**src/rtl/camera.sv**
```systemverilog
// Synthetic camera frame source: streams one RGB frame as bus-wide beats of packed
// 24-bit points through a request / in-progress / data-valid handshake.
module camera #(
  parameter int BUS_WIDTH      = 96,
  parameter int FRAME_H        = 480,
  parameter int FRAME_W        = 848,
  parameter int RESPONSE_DELAY = 2
) (
  input  logic                 clk,
  input  logic                 sys_rst,
  input  logic                 recieve_ready,
  output logic                 in_progress,
  output logic [BUS_WIDTH-1:0] data,
  output logic                 data_valid,
  output logic                 frame_end
);

  localparam int N_PTS = BUS_WIDTH / 24;
  localparam int ROW_W = (FRAME_H > 1) ? $clog2(FRAME_H) : 1;
  localparam int COL_W = $clog2(FRAME_W + N_PTS);
  localparam int DLY_W = $clog2(RESPONSE_DELAY + 1);

  typedef enum logic [1:0] {
    IDLE  = 2'd0,
    BUSY  = 2'd1,
    VALID = 2'd2,
    DONE  = 2'd3
  } state_t;

  state_t           state;
  state_t           state_nxt;
  logic [ROW_W-1:0] row;
  logic [COL_W-1:0] col;
  logic [DLY_W-1:0] dly_cnt;
  logic             row_last_col;
  logic             last_beat;
  logic             dly_done;

  // Point (r,c) = {(r+c) mod 256, r mod 256, c mod 256}; point 0 sits in the low bits.
  function automatic logic [BUS_WIDTH-1:0] beat_of(input logic [ROW_W-1:0] r,
                                                   input logic [COL_W-1:0] c);
    logic [BUS_WIDTH-1:0] b;
    logic [31:0]          rw;
    logic [31:0]          cw;
    logic [7:0]           r8;
    logic [7:0]           c8;
    b  = '0;
    rw = 32'(r);
    cw = 32'(c);
    r8 = rw[7:0];
    for (int k = 0; k < N_PTS; k++) begin
      c8 = cw[7:0] + 8'(k);
      b[24*k +: 24] = {8'(r8 + c8), r8, c8};
    end
    return b;
  endfunction

  assign row_last_col = (col == COL_W'(FRAME_W - N_PTS));
  assign last_beat    = row_last_col && (row == ROW_W'(FRAME_H - 1));
  assign dly_done     = (dly_cnt == DLY_W'(RESPONSE_DELAY - 1));

  always_ff @(posedge clk or negedge sys_rst) begin
    if (!sys_rst) begin
      state <= IDLE;
    end else begin
      state <= state_nxt;
    end
  end

  always_comb begin
    state_nxt   = state;
    in_progress = 1'b0;
    data_valid  = 1'b0;
    frame_end   = 1'b0;
    case (state)
      IDLE: begin
        if (recieve_ready) state_nxt = BUSY;
      end
      BUSY: begin
        in_progress = 1'b1;
        if (dly_done) state_nxt = VALID;
      end
      VALID: begin
        in_progress = 1'b1;
        data_valid  = 1'b1;
        state_nxt   = last_beat ? DONE : IDLE;
      end
      DONE: begin
        frame_end = 1'b1;
        if (recieve_ready) state_nxt = BUSY;
      end
      default: state_nxt = IDLE;
    endcase
  end

  // Beat data is latched on the BUSY->VALID edge so it is stable for the whole VALID cycle
  // and then held until the next beat; position advances as VALID retires.
  always_ff @(posedge clk or negedge sys_rst) begin
    if (!sys_rst) begin
      row     <= '0;
      col     <= '0;
      dly_cnt <= '0;
      data    <= '0;
    end else begin
      case (state)
        IDLE: begin
          dly_cnt <= '0;
        end
        BUSY: begin
          if (dly_done) begin
            data <= beat_of(row, col);
          end else begin
            dly_cnt <= dly_cnt + DLY_W'(1);
          end
        end
        VALID: begin
          dly_cnt <= '0;
          if (last_beat) begin
            row <= '0;
            col <= '0;
          end else if (row_last_col) begin
            row <= row + ROW_W'(1);
            col <= '0;
          end else begin
            col <= col + COL_W'(N_PTS);
          end
        end
        DONE: begin
          dly_cnt <= '0;
          if (recieve_ready) begin
            row <= '0;
            col <= '0;
          end
        end
        default: dly_cnt <= '0;
      endcase
    end
  end

endmodule

```
**config.mk**
```make
export PLATFORM = sky130hd
export DESIGN_NAME = camera
export DESIGN_NICKNAME = d
export VERILOG_FILES = /design/src/rtl/camera.sv
export SDC_FILE = /design/constraint.sdc
export NUM_CORES = 1
export LEC_CHECK = 0
export ABC_AREA = 1
export CAP_MARGIN = 5
export CORE_ASPECT_RATIO = 2
export CORE_MARGIN = 2
export CORE_UTILIZATION = 51
export DETAILED_ROUTE_END_ITERATION = 10
export PLACE_DENSITY_LB_ADDON = 0.15
export SLEW_MARGIN = 20
export SYNTH_ARGS = -nofsm -noshare
export SYNTH_HDL_FRONTEND = slang
export SYNTH_SLANG_ARGS = --single-unit
```
**constraint.sdc**
```tcl
create_clock -name clk -period 1.9 [get_ports clk]
set_input_delay 0.38 -clock clk [delete_from_list [all_inputs] [get_ports clk]]
set_output_delay 0.38 -clock clk [all_outputs]
set_load 0.01 [all_outputs]
```
* Word-level counts from Yosys, hierarchy flattened
Index checks and enable logic that the tools add are counted.
** Storage, ports and cells
- Flip-flop bits (word level) :: 119
- Output and inout port bits :: 99
** Cells by class
- $add $sub $neg :: 10
- Reductions and logical operators :: 10
- Muxes and demuxes :: 17
- Equal/unequal tests :: 11
** Operators by type and width (count)
- 8-bit adder :: 4
- 10-bit two-way mux :: 3
- 9-bit two-way mux :: 3
- 10-bit case mux with 2 select lines :: 1
- 9-bit case mux with 2 select lines :: 1
- 8-bit by 2-bit adder with 8-bit output (second input constant) :: 2
- 10-bit by 3-bit adder with 10-bit output (second input constant) :: 1
- 10-bit equality test (second input constant) :: 1
- 9-bit by 1-bit adder with 9-bit output (second input constant) :: 1
- 9-bit equality test (second input constant) :: 1
- 8-bit by 1-bit adder with 8-bit output (second input constant) :: 1
- 2-bit two-way mux :: 4
- 2-bit != test (second input constant) :: 3
- 2-bit case mux with 3 select lines :: 1
- 2-bit AND reduction :: 3
- 2-bit by 1-bit equality test with 1-bit output (second input constant) :: 2
- 2-bit equality test (second input constant) :: 2
- 2-bit case mux with 2 select lines :: 1
- 2-bit OR reduction :: 2
- 1-bit two-way mux :: 3
- 3-bit != test (second input constant) :: 1
- 3-bit AND reduction :: 1
- 3-bit OR reduction :: 1
- 2-bit by 1-bit adder with 2-bit output (second input constant) :: 1
- other kinds (4) :: 4

* Longest topological paths before layout
- Depth in word-level cells :: 4
- Gate-level depth with buffers :: 12
- Mapped depth without buffers :: 11

* Worst setup path after synthesis
Ideal clock, no wire load.
- Path kind :: register to register
- From :: reg row[1]
- To :: reg data[93]
- Slack :: 0.273 ns
- Stages on the path, launching flop included :: 9
- Arrival :: 1.501 ns
- Cell sequence :: dfrtp_1 -> inv_1 -> fa_1 -> nand2_1 -> inv_1 -> o21bai_1 -> nand2_1 -> nand2_1 -> o21ai_0
** Between the ends
- Word-level cells in the longest chain between the ends :: 1
** RTL lines
- start: declaration :: line 32 : logic [ROW_W-1:0] row;
- start signal: assignment :: line 122 : row <= row + ROW_W'(1);
- 8-bit adder :: line 53 : b[24*k +: 24] = {8'(r8 + c8), r8, c8};
- end signal: assignment :: line 111 : data <= beat_of(row, col);
- end: declaration :: line 13 : output logic [BUS_WIDTH-1:0] data,
Every way passes these cells.
A chain may end at the register's enable or synchronous reset.

* Final worst setup path
- From :: reg state[0]
- To :: out in_progress
** Between the ends
- Word-level cells in the longest chain between the ends :: 3
- Elaborated cells on any way between the ends :: 4
- Classes of those cells :: 2 x eq/ne; 1 x mux; 1 x reduce/logical
** RTL lines
- start: declaration :: line 30 : state_t state;
- start signal: assignment :: line 66 : state <= state_nxt;
- 2-bit by 1-bit equality test with 1-bit output or 2-bit equality test (tied branches) :: line 75 : case (state)
- 2-bit OR reduction (no line) (*)
- 1-bit two-way mux (*) :: line 75
- end: declaration :: line 12 : output logic in_progress,
Every way passes the cells marked *; elsewhere a longest branch is shown, timed or not.

==> impl_metrics.toml <==
[global_routing]
grtUsageTotal_pct = 24.1
globalRoute.totalOverflow = 0
grt_max_degree = 73
first_global_vias = 3824
grt_pass1_wl_um = 18000
number_of_antenna_violations_at_the_first_check_in_global_routing = 0

[clock_network]
cts.reportedPaths.clkPinSlew_ns = 0.06
cts.hold.buffers_added = 0
clk-insertion-delay-late_ns = 0.34
htree_num_levels = 3
ctsRootBufferMaster = "sky130_fd_sc_hd__clkbuf_16"
cts.path.max_buffers = 2
clock_tree_from_tritoncts = "built"
cts.sinks = 72
tritoncts.num_buffers = 9

[finish]
register_area_um2 = 1800
num_antenna_cells = 0
n_fill_cell = 766
layout.nets = 664
leading_cell_types_in_the_layout_fill_and_taps_excluded = "189 x sky130_fd_sc_hd__nand2_1, 93 x sky130_fd_sc_hd__clkdlybuf4s50_1, 70 x sky130_fd_sc_hd__dfrtp_1"
final_layout_size_suffix_gt1_share_pct = 9.23
postLayoutCoreUtil_pct = 65.8
areaGrowthSynthToFinish_pct = 26.6
footprint_of_the_multi_input_gates_um2 = 2000
layout.cells.most_common = "sky130_fd_sc_hd__nand2_1"

[detailed_routing]
drt_first_pass_iters = 4
met1_length_um = 3960
vias = 3797
number_of_drc_markers_in_iteration_0 = 238
drcViolationCount = 0
viasPerCell = 5.14
wl_per_cell_um = 14.8
route.antenna.remaining_nets = 0
dr_wl_met2_um = 6290
drt_wl_total_um = 10900
met3WireLength_um = 353
top_layer = "met4"

[place]
dp.final_hpwl_um = 8310
port-buffer-count = 97
globalplace.congestion = 0.886

[power]
ir_worst_vdd_mv = 0.809
net-switching-power_mw = 2.95
p_clk_share_pct = 24.4
sequentialPowerShare_pct = 29.4
cell_internal_pwr_mw = 5.19
power_density_nw_per_um2 = 1450
combinationalPowerShare_pct = 46.3
switching_share_pct = 36.2
power_leakage_nw = 2.80

[setup_path]
cell_chain_of_the_critical_path = "inv_1 -> ha_1 -> inv_1 -> dlygate4sd2_1"
worstPathArrival_ns = 1.42
worst_setup_path_start_kind = "flop"
highest_net_fanout_along_the_worst_path = 3
crit_slowest_cell = "sky130_fd_sc_hd__dfrtp_1"
path_common_cell = "sky130_fd_sc_hd__inv_1"
critPathMaxStageDelay_ns = 0.42
cpLargestDelayFamily = "flip-flops"
timing.setup.critical_path_class = "flop to primary output"
timing.critical_path.buf_inv = 3
timing.critical_path.required_ns = 1.52
cp-end-kind = "primary output"

[timing]
tns_ns = 0
finalCriticalPeriod_ns = 1.80
grt_setup_unrepaired = "no"
final_hold_viol_count = 0
max_clock_freq_mhz = 555
number_of_max_slew_violations_in_the_final_report = 0
holdWs_ns = 0.0745
layout_worst_path_cycle_share_pct = 94.9
setup_viol_count_final = 0
final_skew_ns = 0.00651

[floorplanning]
core_region_area_um2 = 8530
fp.dieArea_um2 = 9500
die_height_um = 136
floorplan.initialDensity_pct = 52.0
placementRows = 48
design.portCount = 102
die_w_um = 69.9

[status]
run_status = "completed"

[synthesis]
syn_avg_cell_area_um2 = 7.76
synthDistinctLibCells = 37
synth_seq_cells = 72
post_synth_inst_count = 571
synth_seq_area_share_pct = 40.7
ys_warns = 0
syn-cell-area_um2 = 4430

[job]
drv.max_cap_violation_count = 0

[min_path]
timing.hold.worst.class = "input pin to async pin"
## what timing repair did
item / CTS / global route
resized for setup: 5 / 3
endpoints found under the setup margin: 3 / 2
setup buffers: 1 / 0
## metal layers
metal	track usage [%]	vias to the layer above
met5	0	-
met4	11.0	0
met3	3.78	27
met2	47.5	88
met1	23.9	1796
li1	-	1886
## power by group through the flow
stage	clock network [mW]	logic, mW	registers, mW
after floorplan	0	2.15	2.49
after global placement	0	3.75	2.39
after detailed placement	0	3.78	2.42
after CTS	2.01	3.81	2.40
after global routing	2.07	4.12	2.46
final	1.98	3.77	2.39
## worst reg2reg max path, cell delays in order (launching register included)
cell and delay (ns):
sky130_fd_sc_hd__dfrtp_2 0.45, sky130_fd_sc_hd__ha_1 0.36, sky130_fd_sc_hd__ha_1 0.20, sky130_fd_sc_hd__nand2_1 0.05
sky130_fd_sc_hd__nand2_1 0.07, sky130_fd_sc_hd__nand2_1 0.06, sky130_fd_sc_hd__nand2_1 0.07, sky130_fd_sc_hd__nand2_1 0.11
sky130_fd_sc_hd__nand3_1 0.08, sky130_fd_sc_hd__nand3_1 0.10, sky130_fd_sc_hd__nand2_1 0.05
## final timing paths
| check | from | to | slack [ns] | depth (start not counted) |
|---|---|---|---|---|
| hold / removal | sys_rst | data[17] | 0.07 | 2 |
| hold reg to reg | data[18] | data[18] | 0.48 | 2 |
| min in group clk | data[18] | data[18] | 0.48 | 2 |
| setup reg to reg | row[2] | data[47] | 0.17 | 10 |
| max in group asynchronous | sys_rst | col[2] | 1.52 | 2 |
| setup / recovery | state[0] | in_progress | 0.1 | 4 |
## logic make-up after synthesis
| kind of cell | share of synthesized area, % |
|---|---|
| other | 0.0846 |
| xor gates and xnor gates | 2.57 |
| buffers and inverters | 14.8 |
| DFF | 40.7 |
| AOI/OAI and AO/OA | 6.66 |
| adders and majority gates | 7.79 |
| and+or+nand+nor | 27.4 |
## layout make-up
class | count | area share (%)
Clock buffer | 11 | 4.51
Clock inverter | 5 | 1.83
Inverter | 50 | 3.39
Multi-Input combinational cell | 383 | 35.7
Sequential cell | 72 | 32.2
Tap cell | 100 | 2.23
Timing Repair Buffer | 118 | 20.2
## registers in the layout, summed over array words and instances (netlist names)
signal,cells
state,2
col,8
dly_cnt,2
data,51
row,9
## synth_stat cells, drive strengths merged
| library cell | count | area (um^2) |
|---|---|---|
| nand2 | 193 | 732 |
| dfrtp | 72 | 1800 |
| buf | 58 | 418 |
| inv | 50 | 190 |
| nand3 | 37 | 190 |
| o21ai | 36 | 184 |
| nor2 | 31 | 153 |
| ha | 26 | 325 |
| a21oi | 13 | 65.1 |
| nand4 | 13 | 81.3 |
| clkbuf | 10 | 40.0 |
| xor2 | 7 | 61.3 |
| xnor2 | 6 | 52.6 |
| nor3 | 5 | 30.0 |
| o22ai | 4 | 25.0 |
| nand3b | 2 | 15.0 |
| a21boi | 1 | 7.51 |
| a31oi | 1 | 6.26 |
| conb | 1 | 3.75 |
| dlygate4sd1 | 1 | 8.76 |
| fa | 1 | 20.0 |
| nor3b | 1 | 7.51 |
| o21bai | 1 | 7.51 |
| or2 | 1 | 6.26 |
## metrics by stage
stage,total power [mW],cell area (um^2),setup slack (ns),instances
2_1_floorplan,4.64,4440,0.273,574
3_3_place_gp,6.14,5230,0.197,722
3_5_place_dp,6.20,5230,0.148,722
4_1_cts,8.23,5600,0.0752,739
5_1_grt,8.66,5610,0.0226,739
6_report,8.14,5610,0.0968,739
No activity file was read; power rests on OpenSTA's default activity.
